## src/rtl/ps2_host_tx_pkg.sv

```systemverilog
// Shared types and constants for the PS/2 host transmit and mouse receive paths.
package ps2_pkg;

   typedef enum logic [2:0] {
      IDLE,
      INHIBIT,
      REQ,
      SHIFT,
      ACK,
      WAIT_IDLE,
      FAIL
   } ps2_state_t;

   localparam logic [7:0] PS2_CMD_RESET       = 8'hFF;
   localparam logic [7:0] PS2_CMD_ENABLE      = 8'hF4;
   localparam logic [7:0] PS2_CMD_SAMPLE_RATE = 8'hF3;
   localparam logic [7:0] PS2_RESP_ACK        = 8'hFA;

   // PS/2 frames carry odd parity: the parity bit makes the total count of ones odd.
   function automatic logic odd_parity(input logic [7:0] b);
      return ~^b;
   endfunction

endpackage

```

## src/rtl/ps2_host_tx_line_sync.sv

```systemverilog
// Two-flop synchronizers for the raw ps2_clk/ps2_data pins plus ps2_clk falling-edge detect.
// Shared with the mouse receive path.
module ps2_line_sync (
   input  logic clock,
   input  logic reset_n,
   input  logic ps2_clk_i,
   input  logic ps2_data_i,
   output logic sync_clk_o,
   output logic sync_data_o,
   output logic clk_fall_o
);

   logic [1:0] clk_ff_q;
   logic [1:0] data_ff_q;
   logic       clk_prev_q;

   // Flops reset to 1 (idle bus level) so leaving reset never looks like a falling edge.
   always_ff @(posedge clock or negedge reset_n) begin
      if (!reset_n) begin
         clk_ff_q   <= 2'b11;
         data_ff_q  <= 2'b11;
         clk_prev_q <= 1'b1;
      end else begin
         clk_ff_q   <= {clk_ff_q[0], ps2_clk_i};
         data_ff_q  <= {data_ff_q[0], ps2_data_i};
         clk_prev_q <= clk_ff_q[1];
      end
   end

   assign sync_clk_o  = clk_ff_q[1];
   assign sync_data_o = data_ff_q[1];
   assign clk_fall_o  = clk_prev_q & ~clk_ff_q[1];

endmodule

```

## src/rtl/ps2_host_tx.sv

```systemverilog
// Host-to-device PS/2 transmitter: inhibit, request-to-send, shift out byte + odd parity, check ack.
// Optional PS2_TX_RETRY_EN: NACK/timeout restarts the frame up to MAX_RETRIES times before tx_error.
module ps2_host_tx
   import ps2_pkg::*;
#(
   parameter int INHIBIT_CYCLES = 12_000,
   parameter int SETUP_CYCLES   = 16,
   parameter int TIMEOUT_CYCLES = 1_500_000,
   parameter int MAX_RETRIES    = 2
) (
   input  logic       clock,
   input  logic       reset_n,
   input  logic       tx_valid,
   input  logic [7:0] tx_data,
   output logic       tx_ready,
   input  logic       ps2_clk_in,
   input  logic       ps2_data_in,
   output logic       ps2_clk_drive_low,
   output logic       ps2_data_drive_low,
   output logic       tx_done,
   output logic       tx_error,
   output logic       busy,
   output logic       rx_inhibit
);

   localparam int PH_MAX = (INHIBIT_CYCLES > SETUP_CYCLES) ? INHIBIT_CYCLES : SETUP_CYCLES;
   localparam int PH_W   = $clog2(PH_MAX + 1);
   localparam int TO_W   = $clog2(TIMEOUT_CYCLES + 1);

   localparam logic [PH_W-1:0] INH_LAST = PH_W'(INHIBIT_CYCLES - 1);
   localparam logic [PH_W-1:0] REQ_LAST = PH_W'(SETUP_CYCLES - 1);
   localparam logic [TO_W-1:0] TO_LAST  = TO_W'(TIMEOUT_CYCLES - 1);

   ps2_state_t      state_q;
   logic [PH_W-1:0] ph_cnt_q;
   logic [TO_W-1:0] to_cnt_q;
   logic [TO_W-1:0] to_cnt_d;
   logic [3:0]      bit_cnt_q;
   logic [8:0]      byte_q;
   logic [8:0]      shift_q;
   logic            clk_drv_q;
   logic            data_drv_q;
   logic            ready_q;
   logic            busy_q;
   logic            done_q;
   logic            error_q;

   logic sync_clk;
   logic sync_data;
   logic clk_fall;
   logic timeout_hit;
   logic fail_now;

`ifdef PS2_TX_RETRY_EN
   localparam int RT_W = (MAX_RETRIES > 0) ? $clog2(MAX_RETRIES + 1) : 1;
   logic [RT_W-1:0] retry_q;
`else
   logic unused_max_retries;
   assign unused_max_retries = (MAX_RETRIES != 0);
`endif

   ps2_line_sync u_sync (
      .clock       (clock),
      .reset_n     (reset_n),
      .ps2_clk_i   (ps2_clk_in),
      .ps2_data_i  (ps2_data_in),
      .sync_clk_o  (sync_clk),
      .sync_data_o (sync_data),
      .clk_fall_o  (clk_fall)
   );

   // Timeout counter saturates at its terminal value, which is also the timeout condition.
   always_comb begin
      timeout_hit = (to_cnt_q == TO_LAST);
      to_cnt_d    = timeout_hit ? to_cnt_q : to_cnt_q + 1'b1;
      fail_now    = ((state_q == SHIFT) || (state_q == ACK)) &&
                    (timeout_hit || ((state_q == ACK) && clk_fall && sync_data));
   end

   always_ff @(posedge clock or negedge reset_n) begin
      if (!reset_n) begin
         state_q    <= IDLE;
         ph_cnt_q   <= '0;
         to_cnt_q   <= '0;
         bit_cnt_q  <= '0;
         byte_q     <= '0;
         shift_q    <= '0;
         clk_drv_q  <= 1'b0;
         data_drv_q <= 1'b0;
         ready_q    <= 1'b1;
         busy_q     <= 1'b0;
         done_q     <= 1'b0;
         error_q    <= 1'b0;
`ifdef PS2_TX_RETRY_EN
         retry_q    <= '0;
`endif
      end else begin
         done_q  <= 1'b0;
         error_q <= 1'b0;
         if (fail_now) begin
            clk_drv_q  <= 1'b0;
            data_drv_q <= 1'b0;
`ifdef PS2_TX_RETRY_EN
            if (retry_q < RT_W'(MAX_RETRIES)) begin
               retry_q   <= retry_q + 1'b1;
               clk_drv_q <= 1'b1;
               ph_cnt_q  <= '0;
               state_q   <= INHIBIT;
            end else begin
               state_q <= FAIL;
            end
`else
            state_q <= FAIL;
`endif
         end else begin
            case (state_q)
               IDLE: begin
                  if (tx_valid && ready_q) begin
                     byte_q     <= {odd_parity(tx_data), tx_data};
                     ready_q    <= 1'b0;
                     busy_q     <= 1'b1;
                     clk_drv_q  <= 1'b1;
                     data_drv_q <= 1'b0;
                     ph_cnt_q   <= '0;
                     state_q    <= INHIBIT;
`ifdef PS2_TX_RETRY_EN
                     retry_q    <= '0;
`endif
                  end
               end
               INHIBIT: begin
                  if (ph_cnt_q == INH_LAST) begin
                     ph_cnt_q   <= '0;
                     data_drv_q <= 1'b1;
                     state_q    <= REQ;
                  end else begin
                     ph_cnt_q <= ph_cnt_q + 1'b1;
                  end
               end
               REQ: begin
                  if (ph_cnt_q == REQ_LAST) begin
                     clk_drv_q <= 1'b0;
                     to_cnt_q  <= '0;
                     bit_cnt_q <= '0;
                     shift_q   <= byte_q;
                     state_q   <= SHIFT;
                  end else begin
                     ph_cnt_q <= ph_cnt_q + 1'b1;
                  end
               end
               SHIFT: begin
                  to_cnt_q <= to_cnt_d;
                  if (clk_fall) begin
                     bit_cnt_q <= bit_cnt_q + 4'd1;
                     // Tenth falling edge: release data so the device sees the stop bit.
                     if (bit_cnt_q == 4'd9) begin
                        data_drv_q <= 1'b0;
                        state_q    <= ACK;
                     end else begin
                        data_drv_q <= ~shift_q[0];
                        shift_q    <= {1'b1, shift_q[8:1]};
                     end
                  end
               end
               ACK: begin
                  to_cnt_q <= to_cnt_d;
                  if (clk_fall) begin
                     state_q <= WAIT_IDLE;
                  end
               end
               WAIT_IDLE: begin
                  if (sync_clk && sync_data) begin
                     done_q  <= 1'b1;
                     ready_q <= 1'b1;
                     busy_q  <= 1'b0;
                     state_q <= IDLE;
                  end
               end
               FAIL: begin
                  error_q    <= 1'b1;
                  clk_drv_q  <= 1'b0;
                  data_drv_q <= 1'b0;
                  ready_q    <= 1'b1;
                  busy_q     <= 1'b0;
                  state_q    <= IDLE;
               end
               default: begin
                  clk_drv_q  <= 1'b0;
                  data_drv_q <= 1'b0;
                  ready_q    <= 1'b1;
                  busy_q     <= 1'b0;
                  state_q    <= IDLE;
               end
            endcase
         end
      end
   end

   assign tx_ready           = ready_q;
   assign busy               = busy_q;
   assign rx_inhibit         = busy_q;
   assign tx_done            = done_q;
   assign tx_error           = error_q;
   assign ps2_clk_drive_low  = clk_drv_q;
   assign ps2_data_drive_low = data_drv_q;

endmodule

```

## config.mk

```make
export PLATFORM = sky130hd
export DESIGN_NAME = ps2_host_tx
export DESIGN_NICKNAME = d
export VERILOG_FILES = /design/src/rtl/ps2_host_tx_pkg.sv /design/src/rtl/ps2_host_tx_line_sync.sv /design/src/rtl/ps2_host_tx.sv
export SDC_FILE = /design/constraint.sdc
export NUM_CORES = 1
export LEC_CHECK = 0
export BUFFER_PORTS_ARGS = -buffer_cell sky130_fd_sc_hd__buf_4
export CAP_MARGIN = 0
export CORE_MARGIN = 3
export CORE_UTILIZATION = 60
export DETAILED_ROUTE_END_ITERATION = 10
export PLACE_DENSITY = 0.74
export SYNTH_ARGS = -nofsm -noshare
export SYNTH_HDL_FRONTEND = slang
export SYNTH_SLANG_ARGS = --single-unit
```

## constraint.sdc

```tcl
create_clock -name clock -period 4.4 [get_ports clock]
set_input_delay 0.88 -clock clock [delete_from_list [all_inputs] [get_ports clock]]
set_output_delay 0.88 -clock clock [all_outputs]
set_load 0.02 [all_outputs]
```

Yosys cells after proc, flatten, opt, wreduce, memory -nomap -nowiden. Cells that the tools add are included.

Add/sub/neg operators: 3. Equal/unequal tests: 26. Mux-type cells: 42. Bitwise operators: 5. Reduce and logical (&&, ||, !) cells: 25.

Operators by type and width (count): $mux W14 (3); $mux W21 (2); $pmux W14 S3 (1); $pmux W21 S2 (1); $mux W9 (3); $mux W3 (8); $add A21 B1 Y21 const B (1); $eq A21 B21 Y1 const B (1); $reduce_and A4 Y1 (5); $ne A3 B3 Y1 const B (6); $pmux W3 S6 (1); $pmux W9 S2 (1); $mux W1 (15); $add A14 B1 Y14 const B (1); $eq A14 B14 Y1 const B (1); $eq A14 B4 Y1 const B (1); $ne A2 B2 Y1 const B (7); $eq A3 B3 Y1 const B (3); $pmux W1 S3 (3); $mux W4 (2); $pmux W4 S2 (1); $reduce_or A4 Y1 (2); $reduce_xnor A8 Y1 (1); $reduce_and A7 Y1 (1); other kinds (18) (30).

Bits in registers: 71. Bits of input ports: 13. Output and inout port bits: 7. Word-level logic and storage cells: 116.

Logic depth before layout (Yosys ltp). Gate-level depths: netlist of the first run.

Word-level depth: 8. Depth in mapped cells: 9. Depth with buffers taken out: 7.

Modules after synthesis. A second synthesis of the first run with hierarchy kept.

Cell total of the unflattened synthesis: 397. Area total of the unflattened synthesis: 3877.5 µm².

Modules (own cells, without submodules): ps2_host_tx (times used 1, cells an instance 391, area each 3732.3 µm², seq. area each 1652.8 µm²); ps2_line_sync (times used 1, cells an instance 6, area each 145.1 µm², seq. area each 131.4 µm²).

Worst setup path after synthesis of the first run. No wires, ideal clock.

Path type: input to register. Start point: input port tx_valid. End point: register ph_cnt_q[13]. Setup time: 0.078 ns. Arrival: 2.041 ns. Required time: 4.322 ns. Setup slack: 2.281 ns. Stages on the path: 6. Path buffers: 1. Path through: nand2_1 a21o_1 o22a_1 buf_4 or4_1 a21oi_1.

Longest elaborated chain between the ends: 3.

Ends and longest elaborated chain: start, declared (RTL line ps2_host_tx.sv:13) `input logic tx_valid,`; $logic_and A1 B1 Y1 (RTL line ps2_host_tx.sv:118) `if (tx_valid && ready_q) begin`; $ne A2 B2 Y1 (no source line); $reduce_and A4 Y1 (no source line); end signal, assigned (RTL line ps2_host_tx.sv:137) `ph_cnt_q <= ph_cnt_q + 1'b1;`; end signal, assigned (RTL line ps2_host_tx.sv:148) `ph_cnt_q <= ph_cnt_q + 1'b1;`; end, declared (RTL line ps2_host_tx.sv:35) `logic [PH_W-1:0] ph_cnt_q;`.

No other way between the ends. A chain may end at the register's enable or synchronous reset.

Worst setup path in the final report of the first run.
Start point: register state_q[2]. End point: register to_cnt_q[8].

Longest elaborated chain between the ends: 7. Elaborated cells on any way between the ends: 15. Those cells by class: 5 x eq/ne; 1 x mux; 1 x bitwise; 8 x reduce/logical.

Ends and longest elaborated chain: start, declared (RTL line ps2_host_tx.sv:34) `ps2_state_t state_q;`; start signal, assigned (RTL line ps2_host_tx.sv:82) `state_q <= IDLE;`; start signal, assigned (RTL line ps2_host_tx.sv:113) `state_q <= FAIL;`; start signal, assigned (RTL line ps2_host_tx.sv:125) `state_q <= INHIBIT;`; $eq A3 B3 Y1 (RTL line ps2_host_tx.sv:76, ps2_host_tx.sv:77, ps2_host_tx.sv:116); $logic_and A1 B1 Y1 (2 in series) (RTL line ps2_host_tx.sv:77) `(timeout_hit || ((state_q == ACK) && clk_fall && sync_data));`; $logic_or A1 B1 Y1 (RTL line ps2_host_tx.sv:77); $logic_and A1 B1 Y1 (RTL line ps2_host_tx.sv:76) `fail_now = ((state_q == SHIFT) || (state_q == ACK)) &&`; $not A1 Y1 (no source line); $reduce_and A4 Y1 (no source line); end signal, assigned (RTL line ps2_host_tx.sv:152) `to_cnt_q <= to_cnt_d;`; end signal, assigned (RTL line ps2_host_tx.sv:166) `to_cnt_q <= to_cnt_d;`; end, declared (RTL line ps2_host_tx.sv:36) `logic [TO_W-1:0] to_cnt_q;`.

Several ways; a longest one is shown, not always the timed one.

==> run metrics, run 1 <==
maximum VDD drop 0.233 mV; Fin Setup TNS 0 ns; Post-Syn Instances 392; Synth Warn # 0; RSZ-0062 raised after global routing no; Leak 1.93 nW; cts hold-fix bufs 0; final setup margin around 1.7 ns; post-synth top area share 42.0%; initial antenna violation count 0; clk_lat worst skew 0.35 ns; overflow left after global routing 0; Syn Nets 409; sequential share of the synthesized area 46.1%; met2 Use GR 37.9%; gr usage total 23.8%; top cells by area, synth dfrtp_1 (42%), mux2_2 (5.2%), nand2_1 (4.4%), dfstp_2 (4.1%), nand3_1 (2.7%); chip width ~86 um; IO Pins 20; r2r setup slk 1.66 ns; share of cells above drive strength 1 17.1%; multi-input logic area between 1500 and 2000 um2; num rows 28; HP Start u_sync.clk_ff_q[0]; CTS tree yes; # port buffers 19; DP Worst Slack 1.72 ns; Antenna Nets Post-Route 0; htree depth 3; clk sinks 71; met3 Use GR 5.42%; GPL Wtd Cong 0.916; first-pass GRT wire length 14.1 mm; EDFF count, synth 0; Avg WL per Cell 16.6 um; final hold vios 0; register area roughly 1800 um2; worst-path fanout max 27; slew margin rel. 39.2%; Synth area leader dfrtp_1; Area growth, synth to finish 9.18%; final critical-path share of the clock period 62.4%; Final #Nets 423; CP endpoint kind register; Core Region 6100 um2; Critical Path AT 2.98 ns; post_cts resized 0; dpl hpwl approximately 5.3 mm; kind of critical path register to register; Clock Tree Buf Depth 2; Worst Setup Start Kind register; commonest non-fill, non-tap cell in the layout dfrtp_1; Netlist Area Pre-Place between 3000 and 4000 um2; maxcap violations 0; Iter 0 DRT Violations 274; Starting Density 63.5%; R2R cell count 5; largest net degree at the start of global routing 72; min Tclk post-route roughly 2.7 ns; Yosys reg bits around 70; Yosys cell types 62; 1st-pass router iterations 5; clock root buffer clkbuf_8; clk slew on worst S/H paths 0.07 ns; ys flop type dfrtp_1; status finished, final reports clean; Post-CTS Setup Inserts 0; commonest cells after routing, fill and taps aside dfrtp_1 (65), nand2_1 (45), nor2_1 (22); GRT Max-Usage Layer met2; CP required 4.64 ns; share of flip-flops with an asynchronous set or reset 100%; Max Clk Rate 0.364 GHz; HP Class register to register; Mean Syn Cell Area 9.88 um2; Post-route DRC 0; Worst Skew 0.00926 ns; FILL cells 491; ant diodes 0; Setup violations, final 0; hold depth 0; P per Cell Area between 200 and 300 nW/um2; Hold EP u_sync.clk_ff_q[1]; vias in the first global route 3020; GRT met1 Usage 31.9%; Least-Margin Pin Slew 0.909 ns; pins over their slew limit 0; worst reg2reg path endpoint to_cnt_q[8]; vias 3112; Routed WL between 8 and 9 mm; CTS Buf Count 9; origin of the critical flop-to-flop path state_q[2]; vias per cell approximately 6.4; die area 7450 um2; Die Ht 86.3 um
through the flow:
step	power, mW	utilization, %	hold WS [ns]	cell area (um2)	cells
after global routing	1.31	69.4	0.361	4230	485
final	1.27	69.4	0.358	4230	485
after global placement	0.707	65.9	0.346	4020	470
after floorplan	0.682	-	0.345	3870	392
after CTS	1.27	69.4	0.359	4230	485
after detailed placement	0.707	65.9	0.348	4020	470
state kept, by name, summed over array words and instances, names as in the netlist:
signal              count
ph_cnt_q               14
tx_done                 1
busy                    1
shift_q                 9
byte_q                  9
to_cnt_q               21
u_sync.data_ff_q        2
tx_error                1
bit_cnt_q               4
ps2_clk_drive_low       1
tx_ready                1
state_q                 3
ps2_data_drive_low      1
u_sync.clk_ff_q         2
u_sync.clk_prev_q       1
power by group:
group,switching [mW],internal (mW)
clock,0.239,0.332
combinational,0.0205,0.0146
sequential,0.00213,0.657
Yosys cell counts, drive strengths merged, types with 2 or more instances:
cell type,number
dfrtp,65
nand2,45
nor2,23
nand3,21
o21ai,20
mux2,18
a21oi,14
a21o,13
o31ai,12
and3,11
nand4,11
a22o,10
nor3,10
xnor2,10
clkbuf,9
or4,8
buf,7
inv,7
and2,6
dfstp,6
or3,6
and4,5
nor2b,5
ha,4
mux2i,4
nand2b,4
nor4,4
a31oi,3
o211ai,3
a211oi,2
nand3b,2
nand4b,2
nor3b,2
o22a,2
or2,2
worst max-delay path by stage:
stage,startpoint,to,slack [ns],cells past startpoint
after global placement,state_q[2],to_cnt_q[19],1.80,5
after detailed placement,state_q[2],to_cnt_q[8],1.72,5
after CTS,state_q[2],to_cnt_q[15],1.69,5
after global routing,state_q[2],to_cnt_q[19],1.45,5
after floorplan,tx_valid,ph_cnt_q[13],2.28,6
final,state_q[2],to_cnt_q[8],1.66,5
layer usage:
layer / wire [um] / share of wire (%)
met5: 0 / 0
met3: 470 / 5.8
met4: 157 / 2.0
met2: 3790 / 47
met1: 3620 / 45
final cells by class:
class	instances	area share, %
Clock buffer	12	3.43
Clock inverter	3	1.60
Inverter	7	0.621
Multi-Input combinational cell	298	46.6
Sequential cell	71	42.2
Tap cell	75	2.22
Timing Repair Buffer	19	3.37
critical path, cell delays in order, from the launching register on:
cell and delay [ns]:
dfrtp_1 0.80, and3b_1 0.39, a31oi_1 0.38, a21o_1 0.66
nor3_1 0.11, a211o_1 0.29
cells by family (layout without fill, tap and decap cells):
kind of cell	count (synthesis)	in the layout	synth area share (%)
simple gates	170	170	24.4
compound gates	92	92	16.6
flops	71	71	46.1
buf+inv	23	41	3.10
mux	22	22	6.27
xor+xnor	10	10	2.26
fa+ha+maj	4	4	1.29
Note: power is estimated with default switching activity, not from simulation.
==> inputs of run 2 (changes only) <==
clock period = 2.6 ns   (was 4.4 ns; I/O delays follow)
==> run metrics, run 2 (synthesized netlist as in run 1, its figures left out) <==
maximum VDD drop 0.312 mV (+34%); num rows 28 (unchanged); Fin Setup TNS 0 ns (unchanged); # port buffers 19 (unchanged); first-pass GRT wire length 14.1 mm (+0.39%); switching share of power 22.0% (+1.3 points); worst-path fanout max 10 (-63%); Iter 0 DRT Violations 271 (-1.1%); FILL cells 448 (-8.8%); htree depth 3 (unchanged); vias 3099 (-0.42%); ant diodes 0 (unchanged); CTS Buf Count 9 (unchanged); dpl hpwl 5.57 mm (+4.4%); fin cells 496 (+2.3%); clk_lat worst skew 0.34 ns (about the same); Core Region 6100 um2 (unchanged); final critical-path share of the clock period 90.0% (+28 points); Post-route DRC 0 (unchanged); initial antenna violation count 0 (unchanged); clk sinks 71 (unchanged); die area 7450 um2 (unchanged); CP required 2.83 ns (-1.81 ns); Regs by FF count to_cnt_q: 21 flops, ph_cnt_q: 14 flops; register area 1780 um2 (unchanged); Starting Density 63.5% (unchanged); Die Ht 86.3 um (unchanged); Least-Margin Pin Slew 0.853 ns (-0.0561 ns); largest net degree at the start of global routing 72 (unchanged); Final #Nets 433 (+2.4%); IO Pins 20 (unchanged); Clock Tree Buf Depth 2 (unchanged); Area growth, synth to finish 11.6%; CP endpoint kind register; Setup violations, final 0 (unchanged); pins over their slew limit 0 (unchanged); 1st-pass router iterations 5 (unchanged); Worst Skew 0.0103 ns (+0.00106 ns); RSZ-0062 raised after global routing no; commonest cells after routing, fill and taps aside dfrtp_1 (65), nand2_1 (45), buf_4 (27); clock share of power 43.8% (-1.4 points); Reg power frac 53.3% (+1.2 points); Most flops, register to_cnt_q; Avg WL per Cell 16.2 um (-2.5%); final hold vios 0 (unchanged); Max Clk Rate 0.428 GHz (+17%); multi-input logic area 1970 um2 (unchanged); Routed WL 8.02 mm (-0.25%); cts hold-fix bufs 0 (unchanged); Antenna Nets Post-Route 0 (unchanged); Worst Setup Start Kind register; post_cts resized 0 (unchanged); overflow left after global routing 0 (unchanged); HP Class input port to asynchronous set/reset pin; chip width 86.3 um (unchanged); status finished, final reports clean; Int Power 1.63 mW (+62%); share of cells above drive strength 1 19.7% (+2.6 points); slew margin rel. 43.1% (+4.0 points); Leak 1.99 nW (+3.2%); GPL Wtd Cong 0.836 (-8.7%); Largest register FFs 21 (unchanged); maxcap violations 0 (unchanged); min Tclk post-route 2.34 ns (-0.405 ns); vias in the first global route 3058 (+1.3%); dpl cells 480 (+2.1%); kind of critical path register to register; commonest non-fill, non-tap cell in the layout dfrtp_1; P per Cell Area 483 nW/um2 (+61%); CTS tree yes; clock root buffer clkbuf_8; Logic pwr share 2.9% (about the same); Critical Path AT 2.57 ns (-0.41 ns); sw power 0.459 mW (+75%); gr usage total 23.6% (-0.20 points); clk slew on worst S/H paths 0.08 ns (about the same); Post-CTS Setup Inserts 0 (unchanged); vias per cell 6.25 (-2.6%)
-- run 2: cell count changes in the layout (fill, tap and decap cells not counted) --
cell / change
buf_4: +8
buf_12: +2
bufinv_16: -1
clkbuf_8: +1
clkbuf_1: -2
clkinv_4: +1
clkinv_2: +2
-- run 2: cell type report --
type                    instances  area share [%]
clock buffers                  11            3.50
clock inverters                 5            1.30
inverters                       7           0.608
multi-input cells             298            45.5
flip-flops and latches         71            41.3
well taps                      75            2.17
repair buffers                 29            5.62
-- run 2: path summary, 6_finish.rpt --
| kind | from | to | slack, ns | cells past startpoint |
|---|---|---|---|---|
| worst max-delay path | ph_cnt_q[6] | ph_cnt_q[0] | 0.26 | 5 |
| max in group asynchronous | reset_n | ph_cnt_q[9] | 1.76 | 1 |
| worst min register to register | u_sync.data_ff_q[0] | u_sync.data_ff_q[1] | 0.36 | 0 |
| worst min-delay path | reset_n | byte_q[7] | 0.28 | 1 |
| worst max register to register | ph_cnt_q[6] | ph_cnt_q[0] | 0.26 | 5 |
| min in group clock | ps2_data_in | u_sync.data_ff_q[0] | 0.28 | 1 |
-- run 2: critical path, stage by stage, from the launching register on --
cell	delay (ns)
dfrtp_1	0.45
or4_4	0.57
nor4_4	0.33
o22a_1	0.36
nor2_1	0.22
mux2_2	0.30
-- run 2: metrics by stage --
step                      hold WS [ns]  area (um2)  setup WS, ns  util, %  power (mW)
after CTS                        0.271        4320         0.300     70.9        2.11
after detailed placement         0.348        4120         0.293     67.5        1.20
after global routing             0.267        4320         0.138     70.9        2.16
after floorplan                  0.224        3870         0.517        -        1.15
after global placement           0.346        4120         0.361     67.5        1.20
final                            0.278        4320         0.261     70.9        2.09
-- run 2: routing by layer --
metal  vias up  wire length [um]  part of all wire, %  track usage, %
met2        94              3710                   46            35.9
met3        14               412                  5.1            4.75
met4         0               107                  1.3            8.78
li1       1507                 -                    -               -
met1      1484              3790                   47            33.5
met5         -                 0                    0               0
-- run 2: power by group through the flow --
stage / registers (mW) / clock network, mW / logic [mW]
floorplan: 1.13 / 0 / 0.0203
finish: 1.11 / 0.915 / 0.0595
global placement: 1.13 / 0 / 0.0601
global route: 1.11 / 0.982 / 0.0667
detailed placement: 1.14 / 0 / 0.0624
CTS: 1.11 / 0.930 / 0.0625
==> inputs of run 3 (changes only) <==
CORE_UTILIZATION = 40   (was 60)
MAX_ROUTING_LAYER = met4   (was default)
PLACE_DENSITY = 0.52   (was 0.74)
REMOVE_ABC_BUFFERS = 1   (was default)
==> run metrics, run 3 (synthesized netlist as in run 1, its figures left out) <==
status finished, final reports clean; Worst Setup Start Kind register; vias in the first global route 2952 (-3.5%); clk sinks 71 (unchanged); Reg power frac 56.7% (+3.4 points); overflow left after global routing 0 (unchanged); RSZ-0062 raised after global routing no; Largest register FFs 21 (unchanged); min Tclk post-route 2.34 ns (-0.00320 ns); Final #Nets 434 (+0.23%); metal2 WL 3.81 mm (+2.7%); top routing layer used met4; DR WL met3 191 um (-54%); Iter 0 DRT Violations 110 (-59%); worst path bufs/invs 0 (unchanged); initial antenna violation count 0 (unchanged); r2r setup slk 0.26 ns (about the same); final critical-path share of the clock period 89.8% (-0.12 points); Routed WL 8.52 mm (+6.3%); maximum VDD drop 0.222 mV (-29%); commonest cells after routing, fill and taps aside dfrtp_1 (65), nand2_1 (45), buf_4 (29); num rows 35 (+25%); Post-route DRC 0 (unchanged); kind of critical path register to register; GPL Wtd Cong 0.818 (-2.2%); switching share of power 24.6% (+2.6 points); clk_lat worst skew 0.36 ns (+0.02 ns); Avg WL per Cell 15.5 um (-4.3%); Worst Skew 0.0131 ns (+0.00274 ns); Logic pwr share 3.1% (+0.2 points); maxcap violations 0 (unchanged); met1 WL 4.40 mm (+16%); Clock Tree Buf Depth 2 (unchanged); clock share of power 40.2% (-3.6 points); Setup violations, final 0 (unchanged); # port buffers 19 (unchanged); clock root buffer clkbuf_8; Most flops, register to_cnt_q; share of cells above drive strength 1 19.4% (-0.28 points); HP Class input port to asynchronous set/reset pin; CP endpoint kind register; Die Ht 104 um (+21%); CTS tree yes; commonest non-fill, non-tap cell in the layout dfrtp_1; Worst path max stage delay 0.57 ns (about the same); gr usage total 17.0% (-6.6 points); post_cts resized 0 (unchanged); Antenna Nets Post-Route 0 (unchanged); Int Power 1.48 mW (-9.0%); pins over their slew limit 0 (unchanged); slowest cell on the critical path or4_4; Fin Setup TNS 0 ns (unchanged); Core Region 9330 um2 (+53%); Starting Density 41.5% (-22 points); Final Power 1.97 mW (-5.9%); clk slew on worst S/H paths 0.09 ns (about the same); Least-Margin Pin Slew 0.912 ns (+0.0585 ns); Post-CTS Setup Inserts 0 (unchanged); CTS Buf Count 9 (unchanged); Leak 1.96 nW (-1.3%); Critical Path AT 2.57 ns (about the same); 1st-pass router iterations 4 (-1); vias 3041 (-1.9%); IO Pins 20 (unchanged); die area 10900 um2 (+46%); dpl hpwl 5.94 mm (+6.7%); sw power 0.483 mW (+5.2%); Max Clk Rate 0.428 GHz (+0.14%); largest net degree at the start of global routing 72 (unchanged); CP cell instances or4_4, nor4_4, o22a_1, nor2_1, mux2_2; chip width 104 um (+21%); R2R cell count 5 (unchanged); ant diodes 0 (unchanged); final hold vios 0 (unchanged); CP required 2.83 ns (about the same); origin of the critical flop-to-flop path ph_cnt_q[6]; slew margin rel. 39.2% (-3.9 points); worst reg2reg path endpoint ph_cnt_q[0]; worst-path fanout max 10 (unchanged); Largest delay share family, worst path simple AND/OR/NAND/NOR gates; Area growth, synth to finish 12.2%; vias per cell 5.52 (-12%); htree depth 3 (unchanged); first-pass GRT wire length 14.9 mm (+5.6%); cts hold-fix bufs 0 (unchanged); Regs by FF count to_cnt_q: 21 flops, ph_cnt_q: 14 flops; P per Cell Area 452 nW/um2 (-6.4%)
[run 3: worst max-delay path by stage]
stage,start,endpoint,slack (ns),cells past startpoint
final,ph_cnt_q[6],ph_cnt_q[0],0.26,5
after global routing,ph_cnt_q[6],ph_cnt_q[0],0.11,5
after CTS,ph_cnt_q[6],ph_cnt_q[0],0.26,5
after detailed placement,ph_cnt_q[6],ph_cnt_q[0],0.29,5
after global placement,ph_cnt_q[6],ph_cnt_q[0],0.31,5
after floorplan,state_q[2],to_cnt_q[19],0.34,5
[run 3: layer usage]
| metal | track usage, % | up-vias |
|---|---|---|
| met5 | - | - |
| li1 | - | 1505 |
| met4 | 5.70 | 0 |
| met3 | 2.73 | 13 |
| met2 | 25.0 | 34 |
| met1 | 24.0 | 1489 |
[run 3: area by class of cell]
| cell class | count | area (um2) |
|---|---|---|
| fillers | 884 | 4980 |
| multi-input cells | 298 | 1970 |
| flip-flops and latches | 71 | 1780 |
| repair buffers | 30 | 238 |
| well taps | 129 | 161 |
| clock buffers | 11 | 131 |
| clock inverters | 5 | 36.3 |
| inverters | 7 | 26.3 |
[run 3: power groups by stage]
stage	sequential (mW)	combinational, mW	clock (mW)
2_1_floorplan	1.13	0.0203	0
3_3_place_gp	1.14	0.0622	0
3_5_place_dp	1.14	0.0631	0
4_1_cts	1.11	0.0633	0.811
5_1_grt	1.11	0.0690	0.867
6_report	1.11	0.0606	0.791
[run 3: per-stage QoR]
| step | area [um2] | util [%] | worst slack [ns] | hold WS, ns | instances |
|---|---|---|---|---|---|
| finish | 4350 | 46.6 | 0.264 | 0.275 | 551 |
| global route | 4350 | 46.6 | 0.108 | 0.257 | 551 |
| global placement | 4180 | 44.8 | 0.309 | 0.348 | 535 |
| detailed placement | 4180 | 44.8 | 0.290 | 0.349 | 535 |
| CTS | 4350 | 46.6 | 0.260 | 0.265 | 551 |
| floorplan | 3780 | - | 0.336 | 0.224 | 376 |
